<file path="config.mk">
export PLATFORM = sky130hd
export DESIGN_NAME = word_unpacker
export DESIGN_NICKNAME = d
export VERILOG_FILES = /design/src/rtl/word_unpacker_pkg.sv /design/src/rtl/word_unpacker.sv
export SDC_FILE = /design/constraint.sdc
export NUM_CORES = 1
export LEC_CHECK = 0
export ABC_CLOCK_PERIOD_IN_PS = 2300
export CAP_MARGIN = 20
export CORE_UTILIZATION = 47
export DETAILED_ROUTE_END_ITERATION = 8
export PLACE_DENSITY = 0.76
export SLEW_MARGIN = 20
export SYNTH_ARGS = -nofsm -noshare
export SYNTH_HDL_FRONTEND = slang
export SYNTH_SLANG_ARGS = --single-unit
</file>
<file path="constraint.sdc">
create_clock -name clk -period 2.3 [get_ports clk]
set_clock_uncertainty 0.2 [all_clocks]
set_input_delay 0.345 -clock clk [delete_from_list [all_inputs] [get_ports clk]]
set_output_delay 0.345 -clock clk [all_outputs]
set_load 0.01 [all_outputs]
</file>
<file path="src/rtl/word_unpacker_pkg.sv">
// Shared definitions for the word unpacker: widths and FSM state encoding.
package word_unpacker_pkg;

  localparam int WORD_W         = 32;
  localparam int BYTE_W         = 8;
  localparam int BYTES_PER_WORD = 4;
  localparam int IDX_W          = 2;

  localparam logic [IDX_W-1:0] LAST_IDX = IDX_W'(BYTES_PER_WORD - 1);

  typedef enum logic [1:0] {
    IDLE = 2'd0,
    LOAD = 2'd1,
    SEND = 2'd2
  } state_e;

endpackage

</file>
<file path="src/rtl/word_unpacker.sv">
// Splits 32-bit FIFO words into bytes (MSB first) with a valid/ready handshake.
// Optional last_out flag on the final byte of each word: define WORD_UNPACKER_LAST_EN.
module word_unpacker
  import word_unpacker_pkg::*;
(
  input  logic              clk,
  input  logic              rst_n,
  input  logic [WORD_W-1:0] fifo_data,
  input  logic              fifo_empty,
  output logic              fifo_rd,
  output logic [BYTE_W-1:0] data_out,
  output logic              valid_out,
  input  logic              ready_in
`ifdef WORD_UNPACKER_LAST_EN
  ,
  output logic              last_out
`endif
);

  state_e            state_reg, state_next;
  logic [WORD_W-1:0] word_reg;
  logic [IDX_W-1:0]  idx_reg;
  logic              handshake;
  logic              last_byte;

  assign handshake = (state_reg == SEND) && ready_in;
  assign last_byte = (idx_reg == LAST_IDX);

  always_ff @(posedge clk or negedge rst_n) begin
    if (!rst_n) begin
      state_reg <= IDLE;
      word_reg  <= '0;
      idx_reg   <= '0;
    end else begin
      state_reg <= state_next;
      if (state_reg == LOAD) begin
        word_reg <= fifo_data;
        idx_reg  <= '0;
      end else if (handshake && !last_byte) begin
        word_reg <= {word_reg[WORD_W-BYTE_W-1:0], {BYTE_W{1'b0}}};
        idx_reg  <= idx_reg + 1'b1;
      end
    end
  end

  always_comb begin
    state_next = state_reg;
    case (state_reg)
      IDLE: if (!fifo_empty) state_next = LOAD;
      LOAD: state_next = SEND;
      SEND: begin
        if (handshake && last_byte) state_next = fifo_empty ? IDLE : LOAD;
      end
      default: state_next = IDLE;
    endcase
  end

  // Only fifo_rd looks at ready_in; the byte outputs come straight from registers.
  always_comb begin
    fifo_rd   = 1'b0;
    valid_out = (state_reg == SEND);
    data_out  = word_reg[WORD_W-1 -: BYTE_W];
    case (state_reg)
      IDLE:    fifo_rd = !fifo_empty;
      SEND:    fifo_rd = handshake && last_byte && !fifo_empty;
      default: fifo_rd = 1'b0;
    endcase
    fifo_rd = fifo_rd && rst_n;
  end

`ifdef WORD_UNPACKER_LAST_EN
  assign last_out = (state_reg == SEND) && last_byte;
`endif

endmodule

</file>
==> flow_summary.rst, run 1 <==
.. list-table::
   :header-rows: 1

   * - Metric
     - Value
   * - Cell area after synthesis
     - 1700 um^2
   * - Count of cell types in the netlist
     - 19
   * - Height of the die
     - 62.1 um
   * - Max Cap Viol
     - 0
   * - Clock transition time at the flip-flop clock pins of the worst setup and hold paths
     - ~110 ps
   * - Post-route fraction of the period consumed by the critical path
     - 0.947
   * - ANT nets after route
     - 0
   * - Via count
     - 1,232
   * - Critical-path maximum fanout
     - 2
   * - Number of cells on the worst reg-to-reg path
     - 5
   * - Post-Layout Cell Count
     - 251
   * - Area share of the largest cell type after synthesis
     - 0.530
   * - Static power due to leakage
     - 0.908 nW
   * - Power density of the placed cells
     - 1120 nW/um^2
   * - Starting Density
     - 0.501
   * - Clock insertion delay at the later pin of the skew report
     - 330 ps
   * - Flops & latches, synth
     - 36
   * - Global placement routability congestion
     - roughly 0.74
   * - FF-to-FF End
     - word_reg[15]
   * - Proportion of synthesized flip-flops having asynchronous set or reset
     - 1.00
   * - Die boundary width
     - 62.1 um
   * - Final setup violation count
     - 0
   * - Switching power
     - 0.818 mW
   * - Min Hold Slack
     - 330 ps
   * - Slew Limit Headroom
     - 0.703
   * - Number of buffers created by CTS
     - 5
   * - Placed cells
     - roughly 240
   * - Kind of cell with the highest combined delay on the critical path
     - flip-flops
   * - Placeable core region
     - roughly 3400 um^2
   * - Antenna cells
     - 0
   * - H-Tree Depth
     - 2
   * - Post-layout instance area
     - ~2200 um^2
   * - Top cells by area, synth
     - dfrtp_1, mux2i_1, nand2_1
   * - Synthesized area per cell
     - roughly 10 um^2
   * - DRC errors left
     - 0
   * - Layout cells sized above 1
     - 0.0780
   * - Cell Int Power
     - around 1.6 mW
   * - Required time worst endpoint
     - 1750 ps
   * - Average detailed-routed wire length per instance
     - 12.6 um
   * - Number of warnings reported in the yosys synthesis log
     - 0
   * - First-pass GRT wire length
     - between 5000 and 6000 um
   * - Worst vdd ir
     - ~0.00073 V
   * - Number of flops mapped to enable cells by yosys
     - 0
   * - Instance area after placement
     - 2100 um^2
   * - Post-synthesis instance total
     - 165
   * - CP Cell Sequence
     - ha_1 > nand2_1 > a211oi_2 > and2_1 > dlygate4sd2_1
   * - Biggest area consumer among synthesized cells
     - dfrtp_1
   * - Buffers and inverters on the worst path
     - 1
   * - Final number of max-transition violations
     - 0
   * - Area of the die
     - 3860 um^2
   * - Hold_sp
     - state_reg[0]
   * - Share of synthesized area occupied by flip-flops and latches
     - 0.530
   * - Post-layout utilization of the core
     - 0.647
   * - All-layer global routing usage
     - 0.184
   * - Status
     - complete, no violations
   * - Critical Setup Path Class
     - reg2out
   * - Final Net Count
     - approximately 240
   * - Clock root cell
     - clkbuf_4
   * - Part of the power in the clock network
     - 0.173
   * - Area growth from synthesis to final layout
     - 29.2%
   * - Hold Path Stages
     - 1
   * - Fraction of power consumed by combinational cells
     - 0.387
   * - Worst EP arrival
     - 1630 ps
   * - Number of sinks handled by clock tree synthesis
     - 36
   * - Final critical delay including setup and external delays
     - 2180 ps
   * - Sequential share of power
     - 0.439
   * - Tightest Pin Transition
     - between 400 and 500 ps
   * - Detailed Route Iter0 Violations
     - 43
   * - Hold Path Sink
     - state_reg[0]
   * - Vias per std cell
     - 4.91
   * - Number of rows in the core area
     - 21
   * - Grt ovf
     - 0
   * - Largest register FFs
     - 32
   * - Number of antenna violations at the first check in global routing
     - 0
   * - Unrepaired setup endpoints after global routing
     - no
   * - Filler cell count
     - 284
   * - First drt pass iteration count
     - 4
   * - Slowest stage cell on the critical path
     - dfrtp_1
   * - Minimum setup slack among reg-to-reg paths
     - 490 ps
   * - Most common flop cell mapped by yosys
     - dfrtp_1
   * - Synth Net Count
     - 202
   * - Startpoint of the lowest-slack register-to-register path
     - idx_reg[0]
   * - Worst min path class
     - reg2reg
   * - Final Routed Wirelength
     - 3160 um
   * - Max Fclk
     - between 400 and 500 MHz
   * - Pwr Total
     - 2.46 mW
   * - Top-level port count
     - 46
   * - Pin count of the biggest net entering global routing
     - 37
   * - Type of destination of the critical path
     - output port
   * - Final count of hold timing violations
     - 0
   * - Port Buffers
     - 45
   * - Critical path startpoint category
     - flip-flop
   * - Fraction of power spent switching nets
     - 0.332
   * - Total half-perimeter wirelength after legalization and detailed placement
     - ~2200 um
   * - Vias in the first global route
     - roughly 1,300
   * - Maximum root-to-sink buffer count
     - 2
   * - Max stage delay on crit path
     - 370 ps
   * - Clock tree from TritonCTS
     - done
## layer usage
metal,part of all wire,GRT usage,up-vias
li1,-,-,623
met1,0.45,0.228,569
met2,0.49,0.316,34
met3,0.050,0.0386,6
met4,0.011,0.0698,0
met5,0,0,-
## metrics by stage
stage	setup slack, ps	setup TNS (ps)
2_1_floorplan	614	0
3_3_place_gp	-60.5	-60.5
3_5_place_dp	-150	-150
4_1_cts	108	0
5_1_grt	33.2	0
6_report	122	0
## cell type report
cell class | instances | area, um^2 | share of cell area
clock buffer | 6 | 41.3 | 0.0188
clock inverter | 2 | 35.0 | 0.0160
multi-input combinational | 110 | 656 | 0.299
sequential | 36 | 901 | 0.410
tap | 46 | 57.6 | 0.0262
timing repair buffer | 51 | 504 | 0.230
## power by group through the flow
stage / registers [mW] / clock network, mW / logic (mW)
after global routing: 1.12 / 0.468 / 1.08
after detailed placement: 1.09 / 0 / 0.954
after CTS: 1.08 / 0.439 / 0.971
after global placement: 1.07 / 0 / 0.916
final: 1.08 / 0.426 / 0.953
after floorplan: 1.03 / 0 / 0.763
## synth_stat cells (2+ instances only)
library cell and number:
nand2_1 42, dfrtp_1 36, mux2i_1 25, o21ai_1 20, o21ai_0 13, buf_4 9, clkbuf_1 4, buf_2 3
buf_12 2, nor2_1 2
## repair_timing
item,CTS,global route
setup endpoints to repair,1,0
setup buffers,1,0
resized for setup,2,0
hold endpoints to repair,36,0
hold buffers,1,0
## logic make-up (layout without fill, tap and decap cells)
| group | count (synthesis) | in the layout | synth area share |
|---|---|---|---|
| AO/OA/AOI/OAI | 34 | 34 | 0.102 |
| XOR/XNOR | 1 | 1 | 0.00516 |
| adder cells (fa/ha/maj) | 1 | 1 | 0.00736 |
| buffers and inverters | 19 | 59 | 0.0876 |
| flip-flops | 36 | 36 | 0.530 |
| multiplexers | 25 | 25 | 0.147 |
| AND/OR/NAND/NOR | 49 | 49 | 0.121 |
## how the worst max path moves through the flow
stage                    start            to  cells past startpoint
finish              idx_reg[0]       fifo_rd                      5
global route        idx_reg[0]       fifo_rd                      5
CTS                 idx_reg[0]       fifo_rd                      5
detailed placement    ready_in       fifo_rd                      5
global placement      ready_in       fifo_rd                      5
floorplan           idx_reg[0]  word_reg[16]                      6
## worst reg2reg max path, stage by stage (launching register included)
cell and delay [ps]:
dfrtp_1 400, ha_1 210, and4bb_2 340, buf_12 240, mux2i_1 240, o21ai_1 70
## placed cells by master (no fill, tap or decap), drive strengths merged
cell / n
and2b: 1
nor2: 2
mux2i: 25
and2: 1
xnor2: 1
clkdlybuf4s50: 43
nor2b: 1
a211oi: 1
clkbuf: 6
bufinv: 1
or2b: 1
dlygate4sd3: 1
nand2: 42
o21ai: 33
and4bb: 1
clkinv: 1
buf: 6
dlygate4sd2: 1
dfrtp: 36
ha: 1
Power figures use the tool's default switching activity.
==> run 2, diff against run 1 <==
SLEW_MARGIN = 0   (was 20)
==> results of run 2 <==
The final DEF is identical to that of run 1; final timing and power are the same.
